`src/rtl/hazard_ctrl.sv`:
```
// Hazard controller for the five-stage core: shadows the E/M/W control bits and derives
// stall/flush/freeze enables, E-stage forwarding selects and saturating event counters.
module hazard_ctrl #(
    parameter int REG_AW = 5,
    parameter int CNT_W  = 16
) (
    input  logic              clk,
    input  logic              rst,
    input  logic [REG_AW-1:0] rs1_d,
    input  logic [REG_AW-1:0] rs2_d,
    input  logic              uses_rs1_d,
    input  logic              uses_rs2_d,
    input  logic [REG_AW-1:0] rd_d,
    input  logic              reg_we_d,
    input  logic              memory_read_d,
    input  logic              memory_we_d,
    input  logic              take_e,
    input  logic              mem_ready,
    output logic              stall_f,
    output logic              stall_d,
    output logic              flush_d,
    output logic              flush_e,
    output logic              freeze,
    output logic [1:0]        fwd_a_e,
    output logic [1:0]        fwd_b_e,
    output logic [CNT_W-1:0]  stall_cnt,
    output logic [CNT_W-1:0]  flush_cnt
);

    localparam logic [CNT_W-1:0] CNT_ONE = 1;

    logic              r_e_valid, r_e_we, r_e_mr, r_e_mw;
    logic [REG_AW-1:0] r_e_rd, r_e_rs1, r_e_rs2;
    logic              r_m_valid, r_m_we, r_m_mr, r_m_mw;
    logic [REG_AW-1:0] r_m_rd;
    logic              r_w_valid, r_w_we, r_w_mr, r_w_mw;
    logic [REG_AW-1:0] r_w_rd;
    logic [CNT_W-1:0]  r_stall_cnt, r_flush_cnt;

    logic w_mem_busy, w_load_use, w_m_fwd_ok, w_w_fwd_ok, w_unused;

    // W keeps the memory bits for symmetry with the datapath; nothing downstream reads them.
    assign w_unused = &{1'b0, r_w_mr, r_w_mw};

    assign w_mem_busy = (r_m_mr | r_m_mw) & r_m_valid & ~mem_ready;
    assign w_load_use = r_e_valid & r_e_mr & (r_e_rd != '0) &
                        ((uses_rs1_d & (rs1_d == r_e_rd)) | (uses_rs2_d & (rs2_d == r_e_rd)));

    // A load result is not available in M yet, so M only forwards ALU results.
    assign w_m_fwd_ok = r_m_valid & r_m_we & ~r_m_mr & (r_m_rd != '0);
    assign w_w_fwd_ok = r_w_valid & r_w_we & (r_w_rd != '0);

    function automatic logic [1:0] fwd_sel(input logic [REG_AW-1:0] rs,
                                           input logic m_ok, input logic [REG_AW-1:0] m_rd,
                                           input logic w_ok, input logic [REG_AW-1:0] w_rd);
        if (m_ok && (m_rd == rs))      return 2'b10;
        else if (w_ok && (w_rd == rs)) return 2'b01;
        else                           return 2'b00;
    endfunction

    always_comb begin
        stall_f = 1'b0;
        stall_d = 1'b0;
        flush_d = 1'b0;
        flush_e = 1'b0;
        freeze  = 1'b0;
        fwd_a_e = 2'b00;
        fwd_b_e = 2'b00;
        if (!rst) begin
            // A frozen E keeps take_e stable, so the branch flush simply waits for release.
            if (w_mem_busy) begin
                freeze  = 1'b1;
                stall_f = 1'b1;
                stall_d = 1'b1;
            end else if (take_e) begin
                flush_d = 1'b1;
                flush_e = 1'b1;
            end else if (w_load_use) begin
                stall_f = 1'b1;
                stall_d = 1'b1;
                flush_e = 1'b1;
            end
            fwd_a_e = fwd_sel(r_e_rs1, w_m_fwd_ok, r_m_rd, w_w_fwd_ok, r_w_rd);
            fwd_b_e = fwd_sel(r_e_rs2, w_m_fwd_ok, r_m_rd, w_w_fwd_ok, r_w_rd);
        end
    end

    always_ff @(posedge clk or posedge rst) begin
        if (rst) begin
            r_e_valid <= 1'b0; r_e_we <= 1'b0; r_e_mr <= 1'b0; r_e_mw <= 1'b0;
            r_e_rd    <= '0;   r_e_rs1 <= '0;  r_e_rs2 <= '0;
            r_m_valid <= 1'b0; r_m_we <= 1'b0; r_m_mr <= 1'b0; r_m_mw <= 1'b0; r_m_rd <= '0;
            r_w_valid <= 1'b0; r_w_we <= 1'b0; r_w_mr <= 1'b0; r_w_mw <= 1'b0; r_w_rd <= '0;
        end else if (!w_mem_busy) begin
            r_w_valid <= r_m_valid; r_w_we <= r_m_we; r_w_mr <= r_m_mr;
            r_w_mw    <= r_m_mw;    r_w_rd <= r_m_rd;
            r_m_valid <= r_e_valid; r_m_we <= r_e_we; r_m_mr <= r_e_mr;
            r_m_mw    <= r_e_mw;    r_m_rd <= r_e_rd;
            if (flush_e) begin
                r_e_valid <= 1'b0; r_e_we <= 1'b0; r_e_mr <= 1'b0; r_e_mw <= 1'b0;
                r_e_rd    <= '0;   r_e_rs1 <= '0;  r_e_rs2 <= '0;
            end else begin
                r_e_valid <= 1'b1;
                r_e_we    <= reg_we_d;
                r_e_mr    <= memory_read_d;
                r_e_mw    <= memory_we_d;
                r_e_rd    <= rd_d;
                r_e_rs1   <= uses_rs1_d ? rs1_d : '0;
                r_e_rs2   <= uses_rs2_d ? rs2_d : '0;
            end
        end
    end

    always_ff @(posedge clk or posedge rst) begin
        if (rst) begin
            r_stall_cnt <= '0;
            r_flush_cnt <= '0;
        end else begin
            if (stall_d && !freeze && (r_stall_cnt != '1))
                r_stall_cnt <= r_stall_cnt + CNT_ONE;
            if (flush_d && (r_flush_cnt != '1))
                r_flush_cnt <= r_flush_cnt + CNT_ONE;
        end
    end

    assign stall_cnt = r_stall_cnt;
    assign flush_cnt = r_flush_cnt;

endmodule

```
`config.mk`:
```
export PLATFORM = sky130hd
export DESIGN_NAME = hazard_ctrl
export DESIGN_NICKNAME = d
export VERILOG_FILES = /design/src/rtl/hazard_ctrl.sv
export SDC_FILE = /design/constraint.sdc
export NUM_CORES = 1
export LEC_CHECK = 0
export CAP_MARGIN = 0
export CORE_ASPECT_RATIO = 2
export CORE_MARGIN = 2
export CORE_UTILIZATION = 52
export DETAILED_ROUTE_END_ITERATION = 6
export GPL_ROUTABILITY_DRIVEN = 0
export PLACE_DENSITY = 0.8
export SYNTH_ARGS = -nofsm -noshare
export SYNTH_HDL_FRONTEND = slang
export SYNTH_SLANG_ARGS = --single-unit
```
`constraint.sdc`:
```
create_clock -name clk -period 4.05 [get_ports clk]
set_clock_uncertainty 0.2 [all_clocks]
set_input_delay 0.405 -clock clk [delete_from_list [all_inputs] [get_ports clk]]
set_output_delay 0.405 -clock clk [all_outputs]
set_load 0.05 [all_outputs]
```
# == After elaboration in Yosys (flattened, before gate mapping) ==
# Cells that the tools add are included.
# W data, S select, Z words.
# totals
reg_bits,67
out_inout_bits,41
elab_cells,81
# op_classes
addsub,2
n_eq_ne,8
mux,27
n_bitwise,16
n_reduce_logical,11
# ops
operator,count
$add A16 B1 Y16 const B,2
$ne A16 B16 Y1 const B,2
$eq A5 B5 Y1,6
$mux W5,5
$mux W1,18
$reduce_bool A5 Y1,3
$and A1 B1 Y1,12
$mux W2,4
$logic_and A1 B1 Y1,7
$not A1 Y1,2
$or A1 B1 Y1,2
$logic_not A1 Y1,1

# == Depth between registers and ports, before layout ==
# Gate-level depths: netlist of the first run.
# depth
word_depth,10
mapped_depth,8
depth_no_buf,6

# == Worst setup path before layout of the first run ==
# No wires, ideal clock.
# synth_path
path_type,input -> output
from,in rst
to,out fwd_b_e[0]
arrival_ps,4126
setup_slack_ps,-681
stages,4
path_buffers,0
cell_sequence,inv_1 o2111ai_1 or4_1 nor4_1
# synth_via
elab_chain_cells,1
# synth_rtl
item,line_no,rtl
"start, declared",8,"input logic rst,"
$mux W2,69,if (!rst) begin
"end, declared",25,"output logic [1:0] fwd_b_e,"
# No other way between the ends.

# == Worst setup path in the final report of the first run ==
# layout_path
from,reg r_e_rd[4]
to,out flush_e
# layout_via
elab_chain_cells,8
elab_cells_between_ends,12
cone_classes,eq/ne: 2; mux: 4; bitwise: 5; reduce/logical: 1
# layout_rtl
item,line_no,rtl
"start, declared",33,"logic [REG_AW-1:0] r_e_rd, r_e_rs1, r_e_rs2;"
"start signal, assigned",107,r_e_rd <= rd_d;
$eq A5 B5 Y1,47,((uses_rs1_d & (rs1_d == r_e_rd)) | (uses_rs2_d & (rs2_d == r_e_rd)));
$and A1 B1 Y1,47,
$or A1 B1 Y1,47,
$and A1 B1 Y1 *,46,assign w_load_use = r_e_valid & r_e_mr & (r_e_rd != '0) &
$mux W1 *,78,end else if (w_load_use) begin
$mux W1 *,75,end else if (take_e) begin
$mux W1 *,71,if (w_mem_busy) begin
$mux W1 *,69,
"end, declared",22,"output logic flush_e,"
# Mark *: on every way between the ends. The rest lies on a longest branch, timed or not.

==> results.ini, run 1 <==
[global_route]
grt_pass1_wl_mm=14.00
grt_pass1_vias=2866
grt-ovfl-total=0
antenna_found_initial=0
grt_start_max_net_pins=40
gr-usage-all-layers_pct=26.00

[critical_path]
cp-start-kind=flop
path_cells=xor2_1, nor4_2, a32oi_1, buf_4, o32ai_2, buf_4, and2_1, buf_12
r2r_slack_ns=1.39
r2r_cells=5
cp-end-kind=output pin
worstSetupPathType=flop to output pin
path_max_fanout=20
slowest_stage=dfrtp_1
rr_startpoint=stall_cnt[0]$_DFFE_PP0P_
cp.required_ns=3.44
worstPathArrival_ns=2.65
worst_r2r_endpoint=stall_cnt[1]$_DFFE_PP0P_
crit_start=r_e_rd[4]$_DFFE_PP0N_
critPathMaxStageDelay_ns=0.50
cp_common_cell=buf_4

[sta]
worstMarginPinSlew_ns=1.079
timing.fmax_mhz=307.4
min_period_ns=3.253
hold_violations=0
rsz0062_at_grt=no
setup-tns-final_ns=0
worst_slack_ns=0.7967
finalSetupViolations=0
fin_hold_ws_ns=0.2704
relSlewSlack_pct=28.06
drv_slew=0
period_share_pct=80.33

[pwr]
power_density_mw_per_mm2=585.4
leakagePower_uw=0.002032
vdd_drop_max_uv=394.0
finalPower_uw=2616

[synth]
ys_types=45
syn_nets=379
synth.area.top_cells=dfrtp_1 49%, xor2_1 10%, nand2_1 8.9%
yosys_warnings=0
async_flop_share_pct=100.0
ys_ff_latch=67
synth.top_cell.area_share_pct=48.98
synth_ff_type=dfrtp_1
synth_cells=353
synth_edf_count=0
syn-cell-area_mm2=0.003423
synth_seq_area_share_pct=48.98
synth_top_area_cell=dfrtp_1
synth_area_per_cell_um2=9.698

[cts]
cts.clk_slew.worst_paths_ns=0.05
cts_buffer_depth=2
cts_root_buf=clkbuf_16
cts_buffers=9
cts_resized=0
postCtsHoldBufs=0
clk-insertion-delay-late_ns=0.33
postCtsSetupBuffers=0
clkSinkCount=67
cts_tree=yes
htree_levels=3

[finish]
antenna_cells=0
drive_gt1_share_pct=9.953
area_growth_pct=30.52
nNetsFinal=444

[die]
die_area_mm2=0.007287
die_h_um=118.7
fp-row-count=41
die_w_um=61.37
io_pins=65
start_util_pct=53.82
core_mm2=0.006361

[routing]
drc=0
wl_per_cell_um=16.66
dr.pass1.iters=4
drt-total-wl_mm=8.462
drt_iter0_markers=135
avgViaCountPerCell=5.614
ant_nets=0
vias=2852

[status]
status=finished clean

[place]
dp_hpwl_mm=6.159
pre_cts_ws_ns=0.8510
placement.io_buffers=64

[worst_hold_path]
holdCritStartpoint=r_m_mw$_DFFE_PP0N_
holdPathEnd=r_m_mw$_DFFE_PP0N_
hp-class=flop to flop
hold_depth=2

[job]
maxCapViolations=0

==> critical path: cells and delay by family (launching register included) <==
kind                   cells  cell delay [ns]
AND/OR/NAND/NOR            2             0.53
AO/OA/AOI/OAI              2             0.41
buffers and inverters      3             0.65
XOR/XNOR                   1             0.22
flip-flops                 1             0.50
==> cells in the mapped netlist (2+ instances only) <==
master / n
nor4_1: 6
clkbuf_1: 10
xor2_1: 39
dfrtp_1: 67
nor4_2: 5
nand4_1: 5
mux2_4: 2
ha_1: 2
o21ai_1: 18
and2_1: 4
xnor2_1: 16
buf_4: 3
inv_1: 3
nor3_1: 6
nand2b_1: 3
nand3_1: 25
nor2_1: 13
buf_2: 3
and4_1: 2
a31oi_1: 2
or4_1: 4
a21oi_1: 7
nor4b_1: 2
and4bb_1: 2
and3_1: 4
nand2_1: 81
==> worst max path at each step <==
stage	to	slack (ns)	depth (start not counted)
finish	flush_e	0.80	8
global route	flush_e	0.64	8
CTS	flush_e	0.74	8
detailed placement	flush_e	0.85	9
global placement	flush_e	0.89	9
floorplan	fwd_b_e[0]	0.09	4
==> logic make-up (layout without fill, tap and decap cells) <==
family / count (synthesis) / after routing / share of synthesized area [%]
AOI/OAI and AO/OA: 38 / 38 / 7.164
xor gates and xnor gates: 55 / 55 / 14.07
adders and majority gates: 2 / 2 / 0.7309
buffers and inverters: 19 / 88 / 2.522
DFF: 67 / 67 / 48.98
muxes: 4 / 4 / 1.535
and+or+nand+nor: 168 / 168 / 25.00
==> report_power, final <==
| part | switching [uW] | total (uW) | internal [uW] |
|---|---|---|---|
| logic | 470 | 790 | 319 |
| registers | 229 | 1050 | 824 |
| clock network | 267 | 772 | 505 |
==> layer usage <==
| layer | vias to the layer above | routed length, um | track usage [%] | part of all wire (%) |
|---|---|---|---|---|
| li1 | 1339 | - | - | - |
| met3 | 26 | 239 | 5.252 | 2.8 |
| met5 | - | 0 | 0 | 0 |
| met1 | 1419 | 3070 | 29.28 | 36 |
| met4 | 0 | 285 | 11.84 | 3.4 |
| met2 | 68 | 4867 | 44.75 | 58 |
==> sequential cells by signal, summed over array words and instances, names as in the netlist, 5 cells and up <==
name       cells
r_e_rs1        5
r_m_rd         5
r_w_rd         5
r_e_rd         5
r_e_rs2        5
stall_cnt     16
flush_cnt     16
==> cells in the final DEF, fill, tap and decap left out, types with 3 or more instances in the layout <==
cell	synthesis	routed
xnor2_1	16	16
nor4_1	6	6
or4_1	4	4
and3_1	4	4
and2_1	4	4
clkdlybuf4s50_1	0	57
nand2b_1	3	3
nor3_1	6	6
nand3_1	25	25
nor4_2	5	5
nor2_1	13	13
buf_12	0	3
nand2_1	81	81
buf_4	3	10
o21ai_1	18	18
clkbuf_16	0	9
xor2_1	39	39
dfrtp_1	67	67
a21oi_1	7	7
nand4_1	5	5
==> final cells by class <==
class / instances / area [um^2]
Clock buffer: 13 / 260.3
Clock inverter: 2 / 35.03
Fill cell: 524 / 1893
Inverter: 3 / 15.01
Multi-Input combinational cell: 267 / 1668
Sequential cell: 67 / 1677
Tap cell: 86 / 107.6
Timing Repair Buffer: 70 / 705.7
==> metrics by stage <==
stage | util, % | instances | instance area [um^2]
finish | 70.24 | 508 | 4468
global route | 70.24 | 508 | 4468
CTS | 70.24 | 508 | 4468
detailed placement | 65.60 | 493 | 4173
global placement | 65.60 | 493 | 4173
floorplan | - | 353 | 3427
Note: power is estimated with default switching activity, not from simulation.
==> inputs of run 2 (changes only) <==
==> constraint.sdc (replaced) <==
create_clock -name clk -period 3.2 [get_ports clk]
set_clock_uncertainty 0.2 [all_clocks]
set_input_delay 0.32 -clock clk [delete_from_list [all_inputs] [get_ports clk]]
set_output_delay 0.32 -clock clk [all_outputs]
set_load 0.05 [all_outputs]
==> run 2 against run 1 <==
  * Power grew 31%
  * Core utilization rose by 1.4 points
  * Register-to-register slack got worse by 0.85 ns
  * Via count decreased by 1.6%
  * Largest cell class is now multi-input gates
  * Highest routed layer unchanged
==> results.ini, run 2 (synthesis results as in run 1) <==
[pwr]
leakagePower_uw=0.002077  ; +2.2%
vdd_drop_max_uv=510.4  ; +30%
finalPower_uw=3435  ; +31%
power_density_mw_per_mm2=753.6  ; +29%

[routing]
vias=2805  ; -1.6%
drt_iter0_markers=134  ; -0.74%
wl_per_cell_um=16.39  ; -1.6%
avgViaCountPerCell=5.479  ; -2.4%
drt-total-wl_mm=8.390  ; -0.85%
dr.pass1.iters=4  ; unchanged
drc=0  ; unchanged
ant_nets=0  ; unchanged

[sta]
relSlewSlack_pct=33.34  ; +5.3 points
worstMarginPinSlew_ns=0.9982  ; -0.08092 ns
timing.fmax_mhz=348.4
setup-tns-final_ns=0  ; unchanged
fin_hold_ws_ns=0.2451  ; -0.02534 ns
period_share_pct=89.69
hold_violations=0  ; unchanged
min_period_ns=2.870
drv_slew=0  ; unchanged
finalSetupViolations=0  ; unchanged
rsz0062_at_grt=no

[global_route]
grt_pass1_wl_mm=13.97  ; -0.20%
grt_pass1_vias=2915  ; +1.7%
grt-ovfl-total=0  ; unchanged
antenna_found_initial=0  ; unchanged
gr-usage-all-layers_pct=25.89  ; -0.11 points
grt_start_max_net_pins=53  ; +33%

[die]
start_util_pct=53.82  ; unchanged
die_area_mm2=0.007287  ; unchanged
core_mm2=0.006361  ; unchanged
die_w_um=61.37  ; unchanged
die_h_um=118.7  ; unchanged
io_pins=65  ; unchanged
fp-row-count=41  ; unchanged

[critical_path]
worstSetupPathType=flop to output pin
cp-end-kind=output pin
cp.required_ns=2.68  ; -0.76 ns
path_max_fanout=16  ; -20%
cp-start-kind=flop
r2r_slack_ns=0.54  ; -0.85 ns
worstPathArrival_ns=2.35  ; -0.30 ns

[finish]
final_cell_mix=81 x nand2_1, 67 x dfrtp_1, 55 x clkdlybuf4s50_1
antenna_cells=0  ; unchanged
area_growth_pct=33.15
drive_gt1_share_pct=11.97  ; +2.0 points
post-route-util_pct=71.66  ; +1.4 points
finalNonFillerCells=512  ; +0.79%
nFillCells=505  ; -3.6%
nNetsFinal=447  ; +0.68%
layout_commonest_cell=nand2_1

[job]
maxCapViolations=0  ; unchanged

[cts]
cts_resized=0  ; unchanged
htree_levels=3  ; unchanged
cts.clk_slew.worst_paths_ns=0.06  ; about the same
cts_buffer_depth=2  ; unchanged
postCtsSetupBuffers=0  ; unchanged
cts_root_buf=clkbuf_16
cts_tree=yes
clk-insertion-delay-late_ns=0.33  ; about the same
postCtsHoldBufs=0  ; unchanged
clkSinkCount=67  ; unchanged
cts_buffers=9  ; unchanged

[place]
dp_hpwl_mm=6.199  ; +0.65%
dp_cells=496  ; +0.61%
placement.io_buffers=64  ; unchanged

[status]
status=finished clean

[worst_hold_path]
hp-class=input pin to asynchronous set/reset pin

-- run 2: power breakdown --
part	internal, uW	switching (uW)
Sequential	1040	283
Combinational	427	609
Clock	719	353
-- run 2: cell type report --
cell class | instances | area (um^2) | share of cell area [%]
tap | 86 | 107.6 | 2.361
inverter | 3 | 15.01 | 0.3294
timing repair buffer | 73 | 748.2 | 16.42
multi-input combinational | 267 | 1683 | 36.92
sequential | 67 | 1677 | 36.78
clock inverter | 5 | 75.07 | 1.647
clock buffer | 11 | 252.7 | 5.545
-- run 2: final timing paths --
kind                                          startpoint                         to  cells after the start
min in group clk                      r_e_we$_DFFE_PP0N_         r_m_we$_DFFE_PP0N_                      2
worst max-delay path               r_e_rd[4]$_DFFE_PP0N_                    stall_d                      7
max in group asynchronous                            rst  stall_cnt[15]$_DFFE_PP0P_                      4
worst min register to register        r_e_we$_DFFE_PP0N_         r_m_we$_DFFE_PP0N_                      2
worst max register to register  stall_cnt[6]$_DFFE_PP0P_   stall_cnt[1]$_DFFE_PP0P_                      5
worst min-delay path                                 rst     r_e_rs1[4]$_DFFE_PP0N_                      3
-- run 2: metal layers --
metal | up-vias | GRT usage, % | routed length, um
met5 | - | 0 | 0
met1 | 1364 | 27.52 | 2947
met3 | 20 | 6.127 | 325
li1 | 1347 | - | -
met4 | 0 | 11.44 | 270
met2 | 74 | 45.68 | 4847
-- run 2: through the flow --
stage               worst slack, ns  instance area, um^2
global route                 0.1856                 4558
floorplan                   0.03363                 3442
CTS                          0.2889                 4558
global placement             0.4534                 4230
detailed placement           0.4518                 4230
finish                       0.3300                 4558
-- run 2: worst max-delay path, cell delays in order (launching register included) --
cell and delay (ns):
dfrtp_1 0.49, xor2_1 0.21, nor4_2 0.31, a32oi_1 0.19, buf_4 0.23, nand2b_1 0.15, a21oi_1 0.19, buf_4 0.23
==> inputs of run 3 (changes only) <==
--- a/config.mk
+++ b/config.mk
@@ -9,6 +9,7 @@
 export CORE_ASPECT_RATIO = 2
 export CORE_MARGIN = 2
 export CORE_UTILIZATION = 52
+export CTS_CLUSTER_SIZE = 30
 export DETAILED_ROUTE_END_ITERATION = 6
 export GPL_ROUTABILITY_DRIVEN = 0
 export PLACE_DENSITY = 0.8
==> results of run 3 <==
Final layout, timing and power as in run 2 (identical DEF).
